==> config.mk <==
export PLATFORM = sky130hd
export DESIGN_NAME = interp_bilinear_hs
export DESIGN_NICKNAME = d
export VERILOG_FILES = /design/src/rtl/interp_bilinear_hs.sv
export SDC_FILE = /design/constraint.sdc
export NUM_CORES = 2
export LEC_CHECK = 0
export ABC_CLOCK_PERIOD_IN_PS = 6600
export CAP_MARGIN = 20
export CORE_ASPECT_RATIO = 0.75
export CORE_UTILIZATION = 45
export CTS_BUF_LIST = sky130_fd_sc_hd__clkbuf_4 sky130_fd_sc_hd__clkbuf_8
export DETAILED_ROUTE_END_ITERATION = 6
export DONT_BUFFER_PORTS = 1
export RECOVER_POWER = 25
export SETUP_SLACK_MARGIN = 0.3
export SYNTH_ARGS = -nofsm -noshare
export SYNTH_HDL_FRONTEND = slang
export SYNTH_SLANG_ARGS = --single-unit
==> constraint.sdc <==
create_clock -name clk -period 6.6 [get_ports clk]
set_clock_uncertainty 0.1 [all_clocks]
set_input_delay 1.32 -clock clk [delete_from_list [all_inputs] [get_ports clk]]
set_output_delay 1.32 -clock clk [all_outputs]
set_load 0.1 [all_outputs]
==> src/rtl/interp_bilinear_hs.sv <==
// Bilinear / nearest-neighbour pixel interpolator over four corner pixels.
// Latency: 4 register stages, one beat per cycle, bubbles are not compressed.
// Backpressure: whole pipe holds when out_valid & !out_ready; in_ready = advance.
module interp_bilinear_hs #(
  parameter int FRAC_W   = 6,
  parameter int PIX_W    = 8,
  parameter int CHANNELS = 1,
  parameter int USER_W   = 1,
  parameter int ROUND    = 1
) (
  input  logic                         clk,
  input  logic                         rst_n,
  input  logic                         in_valid,
  output logic                         in_ready,
  input  logic                         in_nn,
  input  logic [FRAC_W-1:0]            dx,
  input  logic [FRAC_W-1:0]            dy,
  input  logic [CHANNELS*PIX_W-1:0]    lu,
  input  logic [CHANNELS*PIX_W-1:0]    ru,
  input  logic [CHANNELS*PIX_W-1:0]    ld,
  input  logic [CHANNELS*PIX_W-1:0]    rd,
  input  logic [USER_W-1:0]            in_user,
  output logic                         out_valid,
  input  logic                         out_ready,
  output logic [CHANNELS*PIX_W-1:0]    p,
  output logic [USER_W-1:0]            out_user
);

  localparam int WB = FRAC_W + 1;          // single-axis weight width
  localparam int WW = 2 * FRAC_W + 2;      // corner weight width
  localparam int PW = WW + PIX_W;          // weighted pixel width
  localparam int SW = PW + 2;              // four-term sum, never overflows
  localparam int DW = CHANNELS * PIX_W;

  localparam logic [WB-1:0] S   = WB'(1) << FRAC_W;
  localparam logic [SW-1:0] RND = (ROUND != 0) ? (SW'(1) << (2 * FRAC_W - 1)) : '0;

  logic advance;
  assign advance  = !out_valid | out_ready;
  assign in_ready = advance;

  // stage 1 registers: per-axis weights, corners, sideband
  logic              v1;
  logic [WB-1:0]     wxl1, wxr1, wyu1, wyd1;
  logic [DW-1:0]     lu1, ru1, ld1, rd1;
  logic [USER_W-1:0] u1;

  // stage 2 registers: corner weights
  logic              v2;
  logic [WW-1:0]     w_lu2, w_ru2, w_ld2, w_rd2;
  logic [DW-1:0]     lu2, ru2, ld2, rd2;
  logic [USER_W-1:0] u2;

  // stage 3 registers: weighted pixels per channel
  logic              v3;
  logic [PW-1:0]     m_lu3 [CHANNELS];
  logic [PW-1:0]     m_ru3 [CHANNELS];
  logic [PW-1:0]     m_ld3 [CHANNELS];
  logic [PW-1:0]     m_rd3 [CHANNELS];
  logic [USER_W-1:0] u3;

  logic [WB-1:0]     wxr_c, wyd_c, wxl_c, wyu_c;
  logic [DW-1:0]     p_nxt;
  logic [SW-1:0]     acc;

  // select right/down weights; nearest mode snaps to 0 or S on the fraction MSB
  always_comb begin
    wxr_c = {1'b0, dx};
    wyd_c = {1'b0, dy};
    if (in_nn) begin
      wxr_c = dx[FRAC_W-1] ? S : '0;
      wyd_c = dy[FRAC_W-1] ? S : '0;
    end
  end

  // exact complements so the four corner weights sum to 2^(2*FRAC_W)
  assign wxl_c = S - wxr_c;
  assign wyu_c = S - wyd_c;

  // per-channel sum, optional half-up rounding, drop the fraction bits
  always_comb begin
    p_nxt = '0;
    acc   = '0;
    for (int c = 0; c < CHANNELS; c++) begin
      acc = SW'(m_lu3[c]) + SW'(m_ru3[c]) + SW'(m_ld3[c]) + SW'(m_rd3[c]) + RND;
      p_nxt[c*PIX_W +: PIX_W] = PIX_W'(acc >> (2 * FRAC_W));
    end
  end

  // pipeline advance: every stage moves together or holds together
  always_ff @(posedge clk or negedge rst_n) begin
    if (!rst_n) begin
      v1 <= 1'b0; wxl1 <= '0; wxr1 <= '0; wyu1 <= '0; wyd1 <= '0;
      lu1 <= '0; ru1 <= '0; ld1 <= '0; rd1 <= '0; u1 <= '0;
      v2 <= 1'b0; w_lu2 <= '0; w_ru2 <= '0; w_ld2 <= '0; w_rd2 <= '0;
      lu2 <= '0; ru2 <= '0; ld2 <= '0; rd2 <= '0; u2 <= '0;
      v3 <= 1'b0; u3 <= '0;
      for (int c = 0; c < CHANNELS; c++) begin
        m_lu3[c] <= '0; m_ru3[c] <= '0; m_ld3[c] <= '0; m_rd3[c] <= '0;
      end
      out_valid <= 1'b0; p <= '0; out_user <= '0;
    end else if (advance) begin
      v1   <= in_valid;
      wxl1 <= wxl_c; wxr1 <= wxr_c; wyu1 <= wyu_c; wyd1 <= wyd_c;
      lu1  <= lu; ru1 <= ru; ld1 <= ld; rd1 <= rd; u1 <= in_user;

      v2    <= v1;
      w_lu2 <= WW'(wxl1) * WW'(wyu1);
      w_ru2 <= WW'(wxr1) * WW'(wyu1);
      w_ld2 <= WW'(wxl1) * WW'(wyd1);
      w_rd2 <= WW'(wxr1) * WW'(wyd1);
      lu2 <= lu1; ru2 <= ru1; ld2 <= ld1; rd2 <= rd1; u2 <= u1;

      v3 <= v2;
      for (int c = 0; c < CHANNELS; c++) begin
        m_lu3[c] <= PW'(w_lu2) * PW'(lu2[c*PIX_W +: PIX_W]);
        m_ru3[c] <= PW'(w_ru2) * PW'(ru2[c*PIX_W +: PIX_W]);
        m_ld3[c] <= PW'(w_ld2) * PW'(ld2[c*PIX_W +: PIX_W]);
        m_rd3[c] <= PW'(w_rd2) * PW'(rd2[c*PIX_W +: PIX_W]);
      end
      u3 <= u2;

      out_valid <= v3;
      p         <= p_nxt;
      out_user  <= u3;
    end
  end

endmodule
==> run metrics <==
number of cell instances on the worst register-to-register path 15; worst slew margin relative to its limit 32.1%; number of max-capacitance violations reported 0; area of the placeable core between 0.06 and 0.07 mm2; nature of the critical path startpoint flip-flop; CP endpoint kind flip-flop; sum of net half-perimeters after detailed placement about 57000 um; maximum fanout along the worst path 15; number of rows created at floorplan roughly 80; count of nets after finishing 4025; Setup Fix Bufs, Post-CTS 0; r2r startpoint ld2[2]; die boundary height around 230 um; dominant combinational cell family by area after synthesis adder cells; Worst Tran Pin Value approximately 1000 ps; antenna-violating nets left 0; share of cells above drive strength 1 under 10%; Area growth syn-to-layout 5.83%; die boundary width about 300 um; clock root cell sky130_fd_sc_hd__clkbuf_8; IO Count 61; post-layout min period 5100 ps; critical path arrival 5570 ps; data required time of the worst path approximately 7100 ps; achievable frequency approximately 200 MHz; unrepaired setup endpoints after global routing false; EDFF count, synth 0; post-synth design cell area 0.0300 mm2; TritonCTS clock tree done; Hold WC Path Type input pin to asynchronous set/reset pin; top library cells by usage in the layout, fill and taps aside 597 x sky130_fd_sc_hd__nand2_1, 489 x sky130_fd_sc_hd__inv_1, 427 x sky130_fd_sc_hd__and2_1; total grt overflow 0; delay contributed by the slowest stage of the critical path between 500 and 600 ps; simple-gate share of the synthesized area 20.3%; final-report setup violation count 0; antenna violations before repair 1; clk_lat worst skew around 650 ps; total global routing track utilization between 20% and 30%; initial cell density of the core 45.7%; wire length reported by the detailed router between 70000 and 80000 um; CP Class flip-flop to flip-flop; Synth Area in Adders 40.5%; number of hold buffers added after CTS 0; first-iteration detailed-routing DRC count between 1000 and 1500; number of input and output port buffers inserted 0; aggregate negative setup slack 0 ps; most common library cell in the layout ignoring fill and taps sky130_fd_sc_hd__nand2_1; maximum number of pins on one net before global-route repair 240; cell family with most CP delay adder cells; H-tree depth reported by CTS 2; flip-flop and latch count after synthesis 239; number of hold-slack violations in the final timing report 0; CP max stage cell sky130_fd_sc_hd__fa_1; distinct cell type count of the synthesized netlist between 60 and 70; DR pass1 iterations 5; proportion of synthesized flip-flops having asynchronous set or reset between 90% and 100%; register-to-register setup slack between 1500 and 2000 ps; CTS resizes 0; final-report max-slew violation count 0; number of fill cells in the layout 6234; Syn Nets 4096; synthesized area per cell 9.02 um2; post-synthesis xor/xnor area fraction approximately 3.4%; via density per instance around 5.2; floorplan die area 0.0677 mm2; dominant synthesized flop cell sky130_fd_sc_hd__dfrtp_1; run status complete, no violations; critical path, cell by cell and2_1 -> fa_1 -> inv_1 -> fa_1 -> fa_1 -> fa_1 -> inv_1 -> ha_1 -> o21a_1 -> nor2_1 -> nor2b_1 -> a211oi_2 -> o21ai_0 -> or4b_1 -> nand3_1; maximum clock insertion buffer count 3; worst path bufs/invs 2; footprint of the flip-flops and latches 0.00598 mm2; number of clock buffers inserted by TritonCTS 46; DRC violations left 0; total number of clock tree sinks 239; synthesized-area fraction occupied by ao, oa, aoi and oai cells a little over 8%; count of mapped cells out of synthesis about 3300; most repeated library cell on the critical path sky130_fd_sc_hd__fa_1; wire length of the first global-routing pass between 100000 and 150000 um; share of cell area taken by muxes after synthesis less than 1%; via count of the first global-routing pass 23000; via total after detailed routing 21800; final worst path period share between 70 and 80%; worst r2r dst m_ld3[17]; clock transition time at the flip-flop clock pins of the worst setup and hold paths ~60 ps; Routability Congestion approximately 0.87; count of yosys warnings during synthesis 0; proportion of synthesized chip area in sequential cells 19.9%; routed len/inst between 15 and 20 um; area occupied by multi-input gates 0.0217 mm2
[cell families (layout without fill, tap and decap cells)]
group / count (synthesis) / count (layout)
AO/OA/AOI/OAI: 382 / 382
XOR/XNOR: 115 / 115
flip-flops: 239 / 239
other: 0 / 2
adder cells (fa/ha/maj): 720 / 720
buffers and inverters: 614 / 576
AND/OR/NAND/NOR: 1252 / 1252
multiplexers: 4 / 4
[state kept, by name (all words and copies together), names as in the netlist, 13 cells and up]
signal,flops
w_lu2,14
w_ru2,13
m_rd3,20
m_ru3,20
w_ld2,13
w_rd2,13
m_ld3,20
m_lu3,20
[how the worst max path moves through the flow]
stage	start	to	slack, ps	cells after the start
after floorplan	ru2[2]	m_ru3[19]	2050	17
after global placement	w_lu2[0]	m_lu3[18]	1530	16
after detailed placement	ld2[2]	m_ld3[17]	1530	15
after CTS	ld2[2]	m_ld3[17]	1510	15
after global routing	w_lu2[0]	m_rd3[11]	1170	17
final	ld2[2]	m_ld3[17]	1500	15
[stage by stage]
step	setup WS, ps	cell area (um2)	utilization [%]	hold slack (ps)	cells
6_report	1500	31700	48.4	266	4161
5_1_grt	1170	31700	48.4	217	4159
4_1_cts	1510	31700	48.4	214	4159
3_5_place_dp	1530	30700	46.8	352	4078
3_3_place_gp	1530	30700	46.8	349	4078
2_1_floorplan	2050	30000	-	330	3326
[cells in the mapped netlist, types with 27 or more instances]
cell,instances,area [um2]
sky130_fd_sc_hd__inv_1,490,1840
sky130_fd_sc_hd__o21a_1,27,203
sky130_fd_sc_hd__o21ai_0,97,485
sky130_fd_sc_hd__xor2_1,44,385
sky130_fd_sc_hd__dfrtp_1,239,5980
sky130_fd_sc_hd__clkbuf_1,116,435
sky130_fd_sc_hd__and2_1,427,2670
sky130_fd_sc_hd__a21o_1,37,278
sky130_fd_sc_hd__ha_1,303,3790
sky130_fd_sc_hd__fa_1,417,8350
sky130_fd_sc_hd__xnor2_1,71,622
sky130_fd_sc_hd__nor2_1,92,345
sky130_fd_sc_hd__nand2_1,597,2240
sky130_fd_sc_hd__a21oi_1,113,566
[routing by layer]
metal / vias up / wire length, um / global-route usage, %
met1: 11000 / 36200 / 34.0
met4: 2 / 949 / 4.23
met5: - / 13 / 0
li1: 10300 / - / -
met2: 463 / 31700 / 34.9
met3: 77 / 4160 / 3.75
[layout make-up]
type,count,area share (%)
well taps,871,3.43
multi-input cells,2473,68.4
inverters,490,5.82
diodes,2,0.0158
repair buffers,5,0.158
clock buffers,65,2.66
clock inverters,16,0.662
flip-flops and latches,239,18.8
Power is left out: the tool's default activity adds up to more than one toggle a clock period on the data nets, which glitch-free logic cannot reach.
